--- config.mk ---
export PLATFORM = sky130hd
export DESIGN_NAME = store_unit_flat
export DESIGN_NICKNAME = d
export VERILOG_FILES = /design/src/rtl/store_unit_if.sv /design/src/rtl/store_unit.sv /design/src/flat_wrapper.sv
export SDC_FILE = /design/constraint.sdc
export NUM_CORES = 1
export LEC_CHECK = 0
export CORE_ASPECT_RATIO = 0.8
export CORE_UTILIZATION = 40
export DETAILED_ROUTE_END_ITERATION = 7
export PLACE_DENSITY = 0.8
export RECOVER_POWER = 100
export SLEW_MARGIN = 10
export SYNTH_ARGS = -nofsm -noshare
export SYNTH_HDL_FRONTEND = slang
export SYNTH_SLANG_ARGS = --single-unit
--- constraint.sdc ---
create_clock -name clk -period 1.7 [get_ports clk]
set_clock_uncertainty 0.1 [all_clocks]
set_input_delay 0.34 -clock clk [delete_from_list [all_inputs] [get_ports clk]]
set_output_delay 0.34 -clock clk [all_outputs]
set_load 0.01 [all_outputs]
--- src/rtl/store_unit_if.sv ---
// Store-unit bus bundle: MEM-stage store handshake plus the data-memory write port.
// Both sides use valid/ready: a transfer happens on a rising edge where valid and ready are both 1; the initiator holds valid and payload stable until then, and dmem_resp_valid is a one-cycle write-complete acknowledge.
interface store_unit_if #(
  parameter int DATA_WIDTH      = 32,
  parameter int DATA_ADDR_WIDTH = 32
);
  logic                       st_valid;
  logic [DATA_ADDR_WIDTH-1:0] st_addr;
  logic [DATA_WIDTH-1:0]      st_wdata;
  logic [2:0]                 st_funct3;
  logic                       st_ready;
  logic                       stall_MEM;
  logic                       dmem_req_valid;
  logic [DATA_ADDR_WIDTH-1:0] dmem_req_addr;
  logic [DATA_WIDTH-1:0]      dmem_req_wdata;
  logic [3:0]                 dmem_req_wstrb;
  logic                       dmem_req_ready;
  logic                       dmem_resp_valid;
  logic                       store_err;

  // master: pipeline + memory environment; slave: the store unit itself
  modport master (
    output st_valid, st_addr, st_wdata, st_funct3, dmem_req_ready, dmem_resp_valid,
    input  st_ready, stall_MEM, dmem_req_valid, dmem_req_addr, dmem_req_wdata,
           dmem_req_wstrb, store_err
  );

  modport slave (
    input  st_valid, st_addr, st_wdata, st_funct3, dmem_req_ready, dmem_resp_valid,
    output st_ready, stall_MEM, dmem_req_valid, dmem_req_addr, dmem_req_wdata,
           dmem_req_wstrb, store_err
  );
endinterface

--- src/rtl/store_unit.sv ---
// Store unit: lane-aligns sb/sh/sw stores and issues one write per store to data memory.
// STORE_MISALIGN_TRAP_EN: when defined, misaligned sh/sw are rejected with store_err instead of being force-aligned.
module store_unit #(
  parameter int DATA_WIDTH      = 32,
  parameter int DATA_ADDR_WIDTH = 32
) (
  input  logic        clk,
  input  logic        rst_n,
  store_unit_if.slave bus,
  output logic [1:0]  dbg_state
);

  typedef enum logic [1:0] {
    IDLE     = 2'd0,
    REQ      = 2'd1,
    WAIT_ACK = 2'd2
  } state_e;

  state_e                     state_q, state_d;
  logic [DATA_ADDR_WIDTH-1:0] addr_q, addr_d;
  logic [DATA_WIDTH-1:0]      wdata_q, wdata_d;
  logic [3:0]                 wstrb_q, wstrb_d;
  logic                       err_q, err_d;

  logic                       accept;
  logic                       illegal;
  logic                       reject;
  logic [1:0]                 lane;
  logic [DATA_WIDTH-1:0]      lane_wdata;
  logic [3:0]                 lane_wstrb;

  assign accept = bus.st_valid & (state_q == IDLE);

  // Offending low address bits are dropped here, so sh/sw always land on their natural lanes.
  always_comb begin
    illegal    = 1'b0;
    lane       = bus.st_addr[1:0];
    lane_wdata = bus.st_wdata;
    lane_wstrb = 4'b1111;
    case (bus.st_funct3)
      3'b000: begin
        lane_wstrb = 4'b0001 << lane;
        lane_wdata = {4{bus.st_wdata[7:0]}};
      end
      3'b001: begin
        lane[0]    = 1'b0;
        lane_wstrb = lane[1] ? 4'b1100 : 4'b0011;
        lane_wdata = {2{bus.st_wdata[15:0]}};
      end
      3'b010: begin
        lane_wstrb = 4'b1111;
      end
      default: illegal = 1'b1;
    endcase
  end

`ifdef STORE_MISALIGN_TRAP_EN
  logic misaligned;
  assign misaligned = ((bus.st_funct3 == 3'b001) & bus.st_addr[0]) |
                      ((bus.st_funct3 == 3'b010) & (|bus.st_addr[1:0]));
  assign reject     = illegal | misaligned;
`else
  assign reject     = illegal;
`endif

  always_comb begin
    state_d = state_q;
    addr_d  = addr_q;
    wdata_d = wdata_q;
    wstrb_d = wstrb_q;
    err_d   = 1'b0;
    case (state_q)
      IDLE: begin
        if (accept) begin
          if (reject) begin
            err_d = 1'b1;
          end else begin
            state_d = REQ;
            addr_d  = {bus.st_addr[DATA_ADDR_WIDTH-1:2], 2'b00};
            wdata_d = lane_wdata;
            wstrb_d = lane_wstrb;
          end
        end
      end
      REQ: begin
        if (bus.dmem_req_ready) state_d = WAIT_ACK;
      end
      WAIT_ACK: begin
        if (bus.dmem_resp_valid) state_d = IDLE;
      end
      default: state_d = IDLE;
    endcase
  end

  always_ff @(posedge clk) begin
    if (!rst_n) begin
      state_q <= IDLE;
      addr_q  <= '0;
      wdata_q <= '0;
      wstrb_q <= '0;
      err_q   <= 1'b0;
    end else begin
      state_q <= state_d;
      addr_q  <= addr_d;
      wdata_q <= wdata_d;
      wstrb_q <= wstrb_d;
      err_q   <= err_d;
    end
  end

  assign bus.st_ready       = (state_q == IDLE);
  assign bus.stall_MEM      = (state_q != IDLE) | (bus.st_valid & ~bus.st_ready);
  assign bus.dmem_req_valid = (state_q == REQ);
  assign bus.dmem_req_addr  = addr_q;
  assign bus.dmem_req_wdata = wdata_q;
  assign bus.dmem_req_wstrb = wstrb_q;
  assign bus.store_err      = err_q;
  assign dbg_state          = state_q;

endmodule

--- src/flat_wrapper.sv ---
// flat-port wrapper written by rule: the top's interface ports become plain ports
module store_unit_flat 
#(
  parameter int DATA_WIDTH      = 32,
  parameter int DATA_ADDR_WIDTH = 32
)
  (clk, rst_n, dbg_state, bus_st_valid, bus_st_addr, bus_st_wdata, bus_st_funct3, bus_dmem_req_ready, bus_dmem_resp_valid, bus_st_ready, bus_stall_MEM, bus_dmem_req_valid, bus_dmem_req_addr, bus_dmem_req_wdata, bus_dmem_req_wstrb, bus_store_err);
  store_unit_if #(.DATA_WIDTH(DATA_WIDTH), .DATA_ADDR_WIDTH(DATA_ADDR_WIDTH)) bus_i ();
  input  logic clk;
  input  logic rst_n;
  output logic [1:0] dbg_state;
  input wire logic [$bits(bus_i.st_valid)-1:0] bus_st_valid;
  input wire logic [$bits(bus_i.st_addr)-1:0] bus_st_addr;
  input wire logic [$bits(bus_i.st_wdata)-1:0] bus_st_wdata;
  input wire logic [$bits(bus_i.st_funct3)-1:0] bus_st_funct3;
  input wire logic [$bits(bus_i.dmem_req_ready)-1:0] bus_dmem_req_ready;
  input wire logic [$bits(bus_i.dmem_resp_valid)-1:0] bus_dmem_resp_valid;
  output wire logic [$bits(bus_i.st_ready)-1:0] bus_st_ready;
  output wire logic [$bits(bus_i.stall_MEM)-1:0] bus_stall_MEM;
  output wire logic [$bits(bus_i.dmem_req_valid)-1:0] bus_dmem_req_valid;
  output wire logic [$bits(bus_i.dmem_req_addr)-1:0] bus_dmem_req_addr;
  output wire logic [$bits(bus_i.dmem_req_wdata)-1:0] bus_dmem_req_wdata;
  output wire logic [$bits(bus_i.dmem_req_wstrb)-1:0] bus_dmem_req_wstrb;
  output wire logic [$bits(bus_i.store_err)-1:0] bus_store_err;
  assign bus_i.st_valid = bus_st_valid;
  assign bus_i.st_addr = bus_st_addr;
  assign bus_i.st_wdata = bus_st_wdata;
  assign bus_i.st_funct3 = bus_st_funct3;
  assign bus_i.dmem_req_ready = bus_dmem_req_ready;
  assign bus_i.dmem_resp_valid = bus_dmem_resp_valid;
  assign bus_st_ready = bus_i.st_ready;
  assign bus_stall_MEM = bus_i.stall_MEM;
  assign bus_dmem_req_valid = bus_i.dmem_req_valid;
  assign bus_dmem_req_addr = bus_i.dmem_req_addr;
  assign bus_dmem_req_wdata = bus_i.dmem_req_wdata;
  assign bus_dmem_req_wstrb = bus_i.dmem_req_wstrb;
  assign bus_store_err = bus_i.store_err;
  store_unit #(.DATA_WIDTH(DATA_WIDTH), .DATA_ADDR_WIDTH(DATA_ADDR_WIDTH)) u_core (.clk(clk), .rst_n(rst_n), .bus(bus_i), .dbg_state(dbg_state));
endmodule
==> impl_results.html <==
<table>
<tr><th>Metric</th><th>Value</th></tr>
<tr><th colspan="2">Power</th></tr>
<tr><td>PnR Total Power</td><td>3.99 mW</td></tr>
<tr><td>Static leakage power</td><td>1.77 nW</td></tr>
<tr><td>Largest vdd supply drop</td><td>0.518 mV</td></tr>
<tr><td>PD cells</td><td>between 800 and 900 nW/um^2</td></tr>
<tr><th colspan="2">Clock tree</th></tr>
<tr><td>Clock Tree Buf Depth</td><td>2</td></tr>
<tr><td># H-tree levels</td><td>3</td></tr>
<tr><td>Clock buffer count from CTS</td><td>9</td></tr>
<tr><td>Clk Latency, worst-skew pair</td><td>~0.33 ns</td></tr>
<tr><td>Clk Tree Root Cell</td><td>sky130_fd_sc_hd__clkbuf_8</td></tr>
<tr><td>TritonCTS clock tree</td><td>yes</td></tr>
<tr><td>Clock-pin transition on the worst setup and hold timing paths</td><td>0.07 ns</td></tr>
<tr><td>Setup bufs post-CTS</td><td>0</td></tr>
<tr><td>Clock net sink count</td><td>between 60 and 70</td></tr>
<tr><th colspan="2">Synthesis</th></tr>
<tr><td>Cell type with the largest total area after synthesis</td><td>sky130_fd_sc_hd__dfxtp_1</td></tr>
<tr><td>Most common cell in the netlist</td><td>sky130_fd_sc_hd__dfxtp_1</td></tr>
<tr><td>Synthesized netlist cell count</td><td>336</td></tr>
<tr><td>Adder and majority cell fraction of the synthesized area</td><td>0%</td></tr>
<tr><td>Yosys top cell area share</td><td>46.8%</td></tr>
<tr><td>Most used flip-flop cell after synthesis</td><td>sky130_fd_sc_hd__dfxtp_1</td></tr>
<tr><td>Biggest area contributors in the synthesized netlist</td><td>sky130_fd_sc_hd__dfxtp_1 (47%), sky130_fd_sc_hd__a21oi_1 (8.3%), sky130_fd_sc_hd__o21ai_0 (7.3%), sky130_fd_sc_hd__nand3_1 (6.6%), sky130_fd_sc_hd__mux2i_1 (5.4%)</td></tr>
<tr><td>Main combinational cell family by area after synthesis</td><td>compound AO/OA/AOI/OAI gates</td></tr>
<tr><td>Most frequent cells after synthesis</td><td>sky130_fd_sc_hd__dfxtp_1 (69), sky130_fd_sc_hd__a21oi_1 (49), sky130_fd_sc_hd__o21ai_0 (43), sky130_fd_sc_hd__nand3_1 (39), sky130_fd_sc_hd__nand2_1 (25)</td></tr>
<tr><td>Complex-gate fraction of the synthesized area</td><td>~25%</td></tr>
<tr><td>Part of the Yosys area used for sequential elements</td><td>between 40% and 50%</td></tr>
<tr><td>Yosys reg bits</td><td>69</td></tr>
<tr><td>Warnings from Yosys</td><td>0</td></tr>
<tr><td>Number of enable flip-flop cells after synthesis</td><td>0</td></tr>
<tr><td>Portion of netlist area occupied by mux cells</td><td>under 10%</td></tr>
<tr><td>XOR/XNOR Fraction of Synth Area</td><td>0%</td></tr>
<tr><td>Number of unique standard cell types used by synthesis</td><td>32</td></tr>
<tr><td>Area share of and/or/nand/nor cells after synthesis</td><td>about an eighth</td></tr>
<tr><td>Mean post-synth cell area</td><td>8.78 sq um</td></tr>
<tr><td>Post-Syn Area</td><td>2950 sq um</td></tr>
<tr><td>Async SR Flop Fraction</td><td>0%</td></tr>
<tr><th colspan="2">GRT</th></tr>
<tr><td>Largest net degree at the start of global routing</td><td>33</td></tr>
<tr><td>Total gr overflow</td><td>0</td></tr>
<tr><td>Wire length of the first global-routing pass</td><td>15.6 mm</td></tr>
<tr><td>Via count of the first global-routing pass</td><td>3,042</td></tr>
<tr><td>Global-route usage over all layers</td><td>about a quarter</td></tr>
<tr><td>Initial antenna violation count</td><td>0</td></tr>
<tr><th colspan="2">Placed design</th></tr>
<tr><td>Count of input and output buffers</td><td>143</td></tr>
<tr><td>Half-perimeter wire length after placement</td><td>7.06 mm</td></tr>
<tr><td>DP Cell Count</td><td>562</td></tr>
<tr><td>Routability cong.</td><td>a little over 0.8</td></tr>
<tr><th colspan="2">Critical path</th></tr>
<tr><td>Startpoint types</td><td>register</td></tr>
<tr><td>Required time worst endpoint</td><td>1.26 ns</td></tr>
<tr><td>Biggest cell delay along the critical path</td><td>roughly 0.56 ns</td></tr>
<tr><td>Critical-path top delay cell</td><td>sky130_fd_sc_hd__clkdlybuf4s50_1</td></tr>
<tr><td>Setup crit start</td><td>u_core.bus.dmem_req_wdata[3]</td></tr>
<tr><td>Startpoint of the worst register-to-register path</td><td>u_core.dbg_state[1]</td></tr>
<tr><td>Worst path buffer plus inverter count</td><td>1</td></tr>
<tr><td>Crit path capture type</td><td>output port</td></tr>
<tr><td>WS Path Type</td><td>register to output port</td></tr>
<tr><td>Critical Path AT</td><td>1.23 ns</td></tr>
<tr><td>Cell chain of the critical path</td><td>clkdlybuf4s50_1</td></tr>
<tr><td>Kind of cell with the highest combined delay on the critical path</td><td>buffers and inverters</td></tr>
<tr><td>Maximum fanout along the worst path</td><td>2</td></tr>
<tr><th colspan="2">Die</th></tr>
<tr><td>Number of placement rows</td><td>27</td></tr>
<tr><td>Area of the core region</td><td>6990 sq um</td></tr>
<tr><td>Count of boundary I/O pins</td><td>approximately 150</td></tr>
<tr><td>Die span in x</td><td>98 microns</td></tr>
<tr><td>Vertical extent of the die</td><td>78.8 microns</td></tr>
<tr><td>Die area</td><td>7720 sq um</td></tr>
<tr><td>Initial core utilization</td><td>42.2%</td></tr>
<tr><th colspan="2">STA</th></tr>
<tr><td>Final Setup Violations</td><td>0</td></tr>
<tr><td>Share of the clock period used by the worst path</td><td>a little over nine tenths</td></tr>
<tr><td>Highest clock frequency the design can meet</td><td>0.599 GHz</td></tr>
<tr><td>Max Transition Viols Final</td><td>0</td></tr>
<tr><td>Setup Total Neg Slack</td><td>0 ns</td></tr>
<tr><td>RSZ-0062 raised after global routing</td><td>yes</td></tr>
<tr><td>Post-layout minimum cycle time</td><td>1.67 ns</td></tr>
<tr><td>Final hold violation count</td><td>0</td></tr>
<tr><th colspan="2">Detailed routing</th></tr>
<tr><td>Average detailed-routed wire length per instance</td><td>16.9 microns</td></tr>
<tr><td>Drt initial violations</td><td>153</td></tr>
<tr><td>Post-route DRC</td><td>8</td></tr>
<tr><td>Number of detailed-routing iterations run before antenna repair</td><td>7</td></tr>
<tr><td>Detailed-route via count</td><td>3,154</td></tr>
<tr><td>Routed length on met3</td><td>596 microns</td></tr>
<tr><td>Top Layer Used</td><td>met4</td></tr>
<tr><td>Via count normalized by instance count</td><td>5.46</td></tr>
<tr><td>Remaining number of nets flagged by the antenna check after routing</td><td>0</td></tr>
<tr><td>DRT Wirelength</td><td>9.79 mm</td></tr>
<tr><td>Routed length on met1</td><td>around 4.2 mm</td></tr>
<tr><td>Routed wire length on met2</td><td>4.85 mm</td></tr>
<tr><th colspan="2">Job</th></tr>
<tr><td>Number of max-cap violations</td><td>0</td></tr>
<tr><th colspan="2">Hold path</th></tr>
<tr><td>Worst Hold Class</td><td>register to register</td></tr>
<tr><td>Beginning of the worst hold path</td><td>u_core.bus.dmem_req_wdata[31]</td></tr>
<tr><th colspan="2">Layout</th></tr>
<tr><td>Inserted Diodes</td><td>0</td></tr>
<tr><td>Area used by multi-input combinational logic</td><td>1390 sq um</td></tr>
<tr><td>Post-route insts no fill</td><td>578</td></tr>
<tr><td>Post-synthesis to final-layout area growth</td><td>63.8%</td></tr>
<tr><td>Layout Nets</td><td>558</td></tr>
<tr><td>Fraction of layout cells with a size suffix above 1</td><td>13.4%</td></tr>
<tr><td>Number of fill cells in the layout</td><td>between 500 and 600</td></tr>
<tr><td>Area occupied by registers</td><td>around 1400 sq um</td></tr>
<tr><th colspan="2">Outcome</th></tr>
<tr><td>Failing checks</td><td>DRC</td></tr>
<tr><td>Outcome</td><td>complete, but fails checks</td></tr>
</table>
state kept, by name, summed over array words and instances (netlist names):
signal,flops
u_core.bus.dmem_req_addr,30
u_core.bus.dmem_req_wstrb,4
u_core.bus.dmem_req_wdata,32
u_core.dbg_state,2
u_core.bus.store_err,1
timing repair:
item,CTS,global route
hold buffers,0,0
gates resized for setup,10,44
endpoints found under the setup margin,8,57
pin swaps,0,0
routing by layer:
metal | global-route usage, % | vias up
met5 | 0 | -
met4 | 8.18 | 0
met3 | 6.69 | 11
met2 | 42.5 | 111
met1 | 32.7 | 1513
li1 | - | 1519
cell type report:
type / instances / area share, %
clock inverter: 5 / 1.55
clock buffer: 11 / 2.72
tap: 87 / 2.25
timing repair buffer: 173 / 35.8
sequential: 69 / 28.6
multi-input combinational: 230 / 28.8
inverter: 3 / 0.233
layout by cell type (no fill, tap or decap), types with 3 or more instances in the layout:
cell type | netlist | layout
sky130_fd_sc_hd__a21oi_1 | 49 | 49
sky130_fd_sc_hd__buf_12 | 0 | 10
sky130_fd_sc_hd__buf_4 | 4 | 19
sky130_fd_sc_hd__nand3_1 | 39 | 39
sky130_fd_sc_hd__o21ai_1 | 3 | 8
sky130_fd_sc_hd__mux2i_1 | 16 | 16
sky130_fd_sc_hd__dfxtp_1 | 69 | 68
sky130_fd_sc_hd__o22ai_1 | 16 | 16
sky130_fd_sc_hd__clkbuf_1 | 16 | 9
sky130_fd_sc_hd__dlygate4sd2_1 | 0 | 5
sky130_fd_sc_hd__clkdlybuf4s50_1 | 0 | 102
sky130_fd_sc_hd__clkinv_2 | 0 | 3
sky130_fd_sc_hd__nand2_1 | 25 | 25
sky130_fd_sc_hd__clkbuf_8 | 0 | 9
sky130_fd_sc_hd__a311oi_1 | 8 | 8
sky130_fd_sc_hd__inv_1 | 3 | 3
sky130_fd_sc_hd__mux2_2 | 8 | 8
sky130_fd_sc_hd__clkdlybuf4s25_1 | 0 | 24
sky130_fd_sc_hd__o21ai_0 | 43 | 38
sky130_fd_sc_hd__o221a_2 | 4 | 4
logic make-up after synthesis:
group           after synthesis
compound gates              128
simple gates                 76
flops                        69
buf+inv                      38
mux                          24
other cells                   1
power breakdown:
| group | switching (mW) | internal, mW | leakage, nW |
|---|---|---|---|
| Sequential | 0.0447 | 1.70 | 0.563 |
| Clock | 0.590 | 0.820 | 0.107 |
| Combinational | 0.379 | 0.459 | 1.10 |
| Total | 1.01 | 2.98 | 1.77 |
final timing paths:
kind | to | slack [ns] | cells after the start
max | bus_dmem_req_wdata[3] | 0.03 | 1
min | u_core.bus.dmem_req_wdata[31] | 0.37 | 2
max reg2reg | u_core.bus.dmem_req_addr[30] | 0.07 | 5
min reg2reg | u_core.bus.dmem_req_wdata[31] | 0.37 | 2
per-stage QoR:
stage	cell area [sq um]	hold slack [ns]	util (%)	setup WS [ns]
after floorplan	2950	0.388	-	0.153
after global placement	4670	0.358	66.8	-0.265
after detailed placement	4670	0.365	66.8	-0.319
after CTS	4870	0.375	69.7	0.00383
after global routing	4830	0.386	69.1	-0.0116
final	4830	0.374	69.1	0.0298
Power figures use the tool's default switching activity.
